File: src/rtl/aon_apb_slave_if.sv
// APB3 slave front-end for the always-on power-controller register file.
// Each APB transfer becomes one valid/ready request. Range, alignment and timeout failures are returned on pslverr.
module aon_apb_slave_if #(
  parameter int                    DATA_WIDTH     = 32,
  parameter logic [DATA_WIDTH-1:0] ADDR_MAX       = 'h1C,
  parameter int                    TIMEOUT_CYCLES = 16
) (
  input  logic                  i_aon_clk,
  input  logic                  i_soc_pwr_on_rst,
  input  logic                  psel,
  input  logic                  penable,
  input  logic                  pwrite,
  input  logic [DATA_WIDTH-1:0] paddr,
  input  logic [DATA_WIDTH-1:0] pwdata,
  output logic                  pready,
  output logic [DATA_WIDTH-1:0] prdata,
  output logic                  pslverr,
  output logic                  slv_o_valid,
  output logic [DATA_WIDTH-1:0] slv_o_addr,
  output logic [DATA_WIDTH-1:0] slv_o_wr_data,
  output logic                  slv_o_rd0_wr1,
  input  logic                  slv_i_ready,
  input  logic [DATA_WIDTH-1:0] slv_i_rd_data,
  input  logic                  slv_i_rd_valid
);

  typedef enum logic [1:0] {
    S_IDLE = 2'd0,
    S_REQ  = 2'd1,
    S_RESP = 2'd2
  } state_t;

  localparam logic [7:0] CNT_LAST = 8'(TIMEOUT_CYCLES - 1);

  state_t                r_state, w_state;
  logic [7:0]            r_cnt, w_cnt;
  logic                  r_valid, w_valid;
  logic [DATA_WIDTH-1:0] r_addr, w_addr;
  logic [DATA_WIDTH-1:0] r_wdata, w_wdata;
  logic                  r_wr, w_wr;
  logic                  r_pready, w_pready;
  logic                  r_pslverr, w_pslverr;
  logic [DATA_WIDTH-1:0] r_prdata, w_prdata;

  logic w_setup;
  logic w_accept;
  logic w_bad_addr;

  assign w_setup    = psel & ~penable;
  assign w_accept   = r_valid & slv_i_ready;
  assign w_bad_addr = (paddr > ADDR_MAX) | (paddr[1:0] != 2'b00);

  always_comb begin
    w_state   = r_state;
    w_cnt     = r_cnt;
    w_valid   = r_valid;
    w_addr    = r_addr;
    w_wdata   = r_wdata;
    w_wr      = r_wr;
    w_pready  = 1'b0;
    w_pslverr = 1'b0;
    w_prdata  = '0;
    case (r_state)
      S_IDLE: begin
        if (w_setup) begin
          if (w_bad_addr) begin
            // Local error: answer without ever touching the register file.
            w_state   = S_RESP;
            w_pready  = 1'b1;
            w_pslverr = 1'b1;
          end else begin
            w_addr  = paddr;
            w_wdata = pwdata;
            w_wr    = pwrite;
            w_valid = 1'b1;
            w_cnt   = '0;
            w_state = S_REQ;
          end
        end
      end
      S_REQ: begin
        // A completed handshake wins over abort and timeout: the register file already acted.
        if (w_accept) begin
          w_valid  = 1'b0;
          w_state  = S_RESP;
          w_pready = 1'b1;
          if (!r_wr) begin
            if (slv_i_rd_valid) begin
              w_prdata = slv_i_rd_data;
            end else begin
              w_pslverr = 1'b1;
            end
          end
        end else if (!psel) begin
          w_valid = 1'b0;
          w_state = S_IDLE;
        end else if (r_cnt == CNT_LAST) begin
          w_valid   = 1'b0;
          w_state   = S_RESP;
          w_pready  = 1'b1;
          w_pslverr = 1'b1;
        end else begin
          w_cnt = r_cnt + 8'd1;
        end
      end
      S_RESP: begin
        w_state = S_IDLE;
      end
      default: begin
        w_state = S_IDLE;
        w_valid = 1'b0;
      end
    endcase
  end

  always_ff @(posedge i_aon_clk) begin
    if (i_soc_pwr_on_rst) begin
      r_state   <= S_IDLE;
      r_cnt     <= '0;
      r_valid   <= 1'b0;
      r_addr    <= '0;
      r_wdata   <= '0;
      r_wr      <= 1'b0;
      r_pready  <= 1'b0;
      r_pslverr <= 1'b0;
      r_prdata  <= '0;
    end else begin
      r_state   <= w_state;
      r_cnt     <= w_cnt;
      r_valid   <= w_valid;
      r_addr    <= w_addr;
      r_wdata   <= w_wdata;
      r_wr      <= w_wr;
      r_pready  <= w_pready;
      r_pslverr <= w_pslverr;
      r_prdata  <= w_prdata;
    end
  end

  assign pready        = r_pready;
  assign pslverr       = r_pslverr;
  assign prdata        = r_prdata;
  assign slv_o_valid   = r_valid;
  assign slv_o_addr    = r_addr;
  assign slv_o_wr_data = r_wdata;
  assign slv_o_rd0_wr1 = r_wr;

endmodule

File: config.mk
export PLATFORM = sky130hd
export DESIGN_NAME = aon_apb_slave_if
export DESIGN_NICKNAME = d
export VERILOG_FILES = /design/src/rtl/aon_apb_slave_if.sv
export SDC_FILE = /design/constraint.sdc
export NUM_CORES = 1
export LEC_CHECK = 0
export CAP_MARGIN = 20
export CORE_ASPECT_RATIO = 1.25
export CORE_MARGIN = 5
export CORE_UTILIZATION = 28
export CTS_CLUSTER_DIAMETER = 120
export DETAILED_ROUTE_END_ITERATION = 7
export DONT_BUFFER_PORTS = 1
export REMOVE_ABC_BUFFERS = 1
export SLEW_MARGIN = 20
export SYNTH_ARGS = -nofsm -noshare
export SYNTH_HDL_FRONTEND = slang
export SYNTH_SLANG_ARGS = --single-unit
export TNS_END_PERCENT = 50
File: constraint.sdc
create_clock -name i_aon_clk -period 2.7 [get_ports i_aon_clk]
set_input_delay 0.27 -clock i_aon_clk [delete_from_list [all_inputs] [get_ports i_aon_clk]]
set_output_delay 0.27 -clock i_aon_clk [all_outputs]
set_load 0.02 [all_outputs]
=== Word-level counts from Yosys, hierarchy flattened ===
Cells that the tools add are included.

* Register bits: 110
* Output and inout bits: 100

* Add/subtract/negate cells: 1
* Order comparisons: 1
* Eq/ne operators: 9
* Muxes and demuxes: 28
* Bitwise logic cells: 9
* Reduce and logical (&&, ||, !) cells: 8

{| class="wikitable"
|+ Operators by type and width
! cell !! count
|-
| two-way mux 8 bit || 5
|-
| greater-than comparator 32 x 5 -> 1 bit (second input constant) || 1
|-
| one-hot mux 8 bit (2 select lines) || 1
|-
| two-way mux 1 bit || 13
|-
| two-way mux 2 bit || 5
|-
| inequality test 2 bit (second input constant) || 5
|-
| adder 8 x 1 -> 8 bit (second input constant) || 1
|-
| equality test 8 x 4 -> 1 bit (second input constant) || 1
|-
| NOT 1 bit || 6
|-
| AND reduction 6 bit || 1
|-
| OR reduction 5 bit || 1
|-
| inequality test 4 bit (second input constant) || 1
|-
| one-hot mux 1 bit (2 select lines) || 2
|-
| one-hot mux 2 bit (2 select lines) || 1
|-
| AND reduction 4 bit || 1
|-
| nonzero test 2 bit || 2
|-
| one-hot mux 1 bit (3 select lines) || 1
|-
| AND reduction 3 bit || 1
|-
| bitwise AND 1 bit || 2
|-
| equality test 2 x 1 -> 1 bit (second input constant) || 1
|-
| equality test 2 bit (second input constant) || 1
|-
| logical NOT 2 bit || 1
|-
| AND reduction 2 bit || 1
|-
| OR 1 bit || 1
|}

=== Logic depth before layout (Yosys ltp) ===
* Depth in word-level cells: 5
* Depth in mapped cells: 7

=== Worst setup path before layout ===
No wires, ideal clock.

* Kind: input to register
* Start point: input port paddr[19]
* End point: register r_addr[28], in the netlist slv_o_addr[28]
* Setup time: 0.116 ns
* Arrival time: 1.584 ns
* Slack: 1.001 ns
* Stages on the path: 6
* Path through: nor4_2 -> nand4_2 -> or3_4 -> buf_6 -> buf_6 -> and3_1

* Cells in the longest elaborated chain, start to end: 4

{| class="wikitable"
|+ RTL lines
! what !! line !! source
|-
| start: declaration || 13 || <nowiki>input logic [DATA_WIDTH-1:0] paddr,</nowiki>
|-
| greater-than comparator 32 x 5 -> 1 bit || 51 || <nowiki>assign w_bad_addr = (paddr > ADDR_MAX) | (paddr[1:0] != 2'b00);</nowiki>
|-
| OR 1 bit || 51 ||
|-
| NOT 1 bit (no source line) || - ||
|-
| AND reduction 3 bit (no source line) || - ||
|-
| end signal: assignment || 131 || <nowiki>r_addr <= w_addr;</nowiki>
|-
| end: declaration || 38 || <nowiki>logic [DATA_WIDTH-1:0] r_addr, w_addr;</nowiki>
|}

No other way between the ends.
A chain may end at the register's enable or synchronous reset.

=== Worst setup path after layout ===
* Start point: register r_cnt[0]
* End point: register r_cnt[5]

* Cells in the longest elaborated chain, start to end: 5
* Elaborated cells between the ends (all ways): 8
* Those cells by class: 1 x add/sub; 2 x eq/ne; 4 x mux; 1 x reduce/logical

{| class="wikitable"
|+ RTL lines
! what !! line !! source
|-
| start: declaration || 36 || <nowiki>logic [7:0] r_cnt, w_cnt;</nowiki>
|-
| start signal: assignment || 129 || <nowiki>r_cnt <= w_cnt;</nowiki>
|-
| adder 8 x 1 -> 8 bit || 103 || <nowiki>w_cnt = r_cnt + 8'd1;</nowiki>
|-
| two-way mux 8 bit || 97 || <nowiki>end else if (r_cnt == CNT_LAST) begin</nowiki>
|-
| two-way mux 8 bit || 94 || <nowiki>end else if (!psel) begin</nowiki>
|-
| two-way mux 8 bit || 83 || <nowiki>if (w_accept) begin</nowiki>
|-
| one-hot mux 8 bit (2 select lines) || 63 || <nowiki>case (r_state)</nowiki>
|}

Several ways; a longest one is shown, not always the timed one. The select of a mux whose other input is x is not followed.

==> metrics.txt <==
peak supply drop=0.273 mV; crit path DAT=2180 ps; DRC violations left=0; accumulated negative setup slack=0 ps; worst-skew pair later-pin latency=350 ps; via density per instance=4.83; area of the mapped netlist=0.00372 mm²; basic-gate share of the synthesized area counting and, or, nand and nor cells=27.1%; max_cap viols=0; sequential standard cell area=0.00220 mm²; result of the run=finished clean; # IOs=203; # clock sinks=110; hold crit path type=primary input to flop; pin slew with the least headroom to its limit=652 ps; routed wirelength normalized by instance count=16.9 µm; Setup violations, final=0; most used flip-flop cell after synthesis=dfxtp_1; final RePlAce weighted congestion=0.750; required arrival time at the worst endpoint=2970 ps; post-cts sizing count=0; yosys warns=0; clock slew at reported path FFs=80 ps; fill cell instance count of the final layout=1358; number of antenna violations at the first check in global routing=0; number of distinct library cells after synthesis=37; Tmin final=1900 ps; area of combinational cells with multiple inputs=0.00140 mm²; routed wire length on met2=4.51 mm; final worst-path cycle share=70.4%; sequential cell area fraction in the yosys report=59.1%; Final Hold Vio Count=0; Hold Buf Count CTS=1; post-detail-place hpwl=6.81 mm; fraction of synthesized area in multiplexers=0%; Setup CP Type=flop to flop; CTS H-Tree Depth=3; Synth Area in XOR/XNOR=0%; most frequent standard cell in the layout excluding fill and tap cells=dfxtp_1; crit end category=flop; maximum number of pins on one net before global-route repair=67; Max Clock Freq=0.526 GHz; highest fanout seen on the critical path=5; remaining global-route overflow=0; count of input and output buffers=0; global-route usage over all layers=11.9%; Seq cells post-synth=110; Async S/R FF share, synth=0%; met3 WL=1.20 mm; area enclosed by the die boundary=0.0157 mm²; top layer reached by signal wires=met4; Worst Hold Slack=35.7 ps; width of the die=113 µm; M1 WL=3.47 mm; total detailed-routing wirelength=9.33 mm; drt initial violations=206; number of post-CTS setup repair buffers=0; std cell rows=47; startpoint kind of the worst setup timing path=flop; Max-slew headroom=56.6%; Post-synth EDFFs=0; RSZ-0062 raised after global routing=false; height of the die=139 µm; vias after detailed routing=2665; Inserted Diodes=0; LEAKAGE=1.56 nW; synthesized instance count=382; main combinational cell family by area after synthesis=simple AND/OR/NAND/NOR gates; number of nets with antenna violations after routing=0; area delta synth->final=12.1%; post-synthesis share of cell area spent on full adders, half adders and majority gates=0.336%; leading cell types in the layout, fill and taps excluded=110 x dfxtp_1, 82 x nand2_1, 38 x a21oi_1, 35 x and2_1, 31 x and3_1; vias in the first global route=2786; TritonCTS Buffers=9; area of the core region=0.0132 mm²; worst clock skew on the final layout=12.4 ps; first-pass GRT wire length=14.8 mm; Max Root-Sink Buffers=2; effective utilization at floorplan=28.3%; power per standard cell area=717 mW/mm²; number of max-slew violations in the final report=0; total number of nets in the final design=480; layout cells sized above 1=8.66%; Post-Synthesis Mean Instance Area=9.75 µm²; compound-cell area share of the yosys netlist=9.88%; clock tree from TritonCTS=done; clock tree root driver cell=clkbuf_16; 1st-pass router iterations=4
==> power by group <==
part / total (mW) / internal, mW / switching [mW] / leakage, nW
Combinational: 0.0393 / 0.0126 / 0.0266 / 0.522
Clock: 1.33 / 0.670 / 0.659 / 0.151
Sequential: 1.62 / 1.62 / 0.00277 / 0.886
==> sequential cells by signal, summed over array words and instances (netlist names) <==
signal / count
pready: 1
slv_o_valid: 1
slv_o_addr: 32
prdata: 32
slv_o_wr_data: 32
r_state: 2
slv_o_rd0_wr1: 1
r_cnt: 8
pslverr: 1
==> critical path, stage by stage, from the launching register on <==
cell	delay (ps)
dfxtp_1	340
ha_1	230
and3_1	240
a21boi_1	290
nand3_1	200
or3_1	390
a31oi_1	160
==> path summary, 6_finish.rpt <==
check	startpoint	endpoint	slack [ps]	cells past startpoint
worst min register to register	r_cnt[7]	r_cnt[7]	490	1
worst max-delay path	r_cnt[0]	r_cnt[5]	800	6
worst min-delay path	slv_i_rd_data[16]	prdata[16]	40	1
worst max register to register	r_cnt[0]	r_cnt[5]	800	6
==> Yosys cell counts (all sizes together) (2+ instances only) <==
cell    instances  area, µm²
clkbuf         13       48.8
nor2            9       33.8
nor2b           2       12.5
o311ai          3       26.3
nand4           2       25.0
or3             2       17.5
and3           31        194
o21ai           5       25.0
o21bai          2       15.0
nand2b          2       12.5
nand3           6       30.0
a211oi          5       37.5
nor3            4       31.3
and2           35        219
nand2          82        308
buf             8       71.3
dfxtp         110       2200
a21oi          39        199
inv             3       11.3
nor4            8        111
==> stage by stage <==
step	area (µm²)	instances	utilization, %	total power [mW]	worst slack [ps]
2_1_floorplan	3600	361	-	1.68	642
3_3_place_gp	3850	535	29.2	1.69	837
3_5_place_dp	3850	535	29.2	1.69	779
4_1_cts	4180	552	31.7	3.05	796
5_1_grt	4180	552	31.7	3.14	640
6_report	4180	552	31.7	2.99	799
==> area by class of cell <==
type | count | share of cell area (%)
Clock inverter | 7 | 1.95
Tap cell | 171 | 5.12
Clock buffer | 9 | 5.39
Sequential cell | 110 | 52.7
Inverter | 3 | 0.270
Timing Repair Buffer | 4 | 1.02
Multi-Input combinational cell | 248 | 33.5
==> routing by layer <==
metal,GRT usage [%],up-vias
li1,-,1276
met4,4.62,0
met3,6.02,12
met2,20.2,161
met1,12.4,1216
met5,0,-
==> cells by family after synthesis <==
| logic type | count (synthesis) |
|---|---|
| compound gates | 62 |
| fa+ha+maj | 1 |
| buf+inv | 24 |
| flops | 110 |
| simple gates | 185 |
Power figures use the tool's default switching activity.
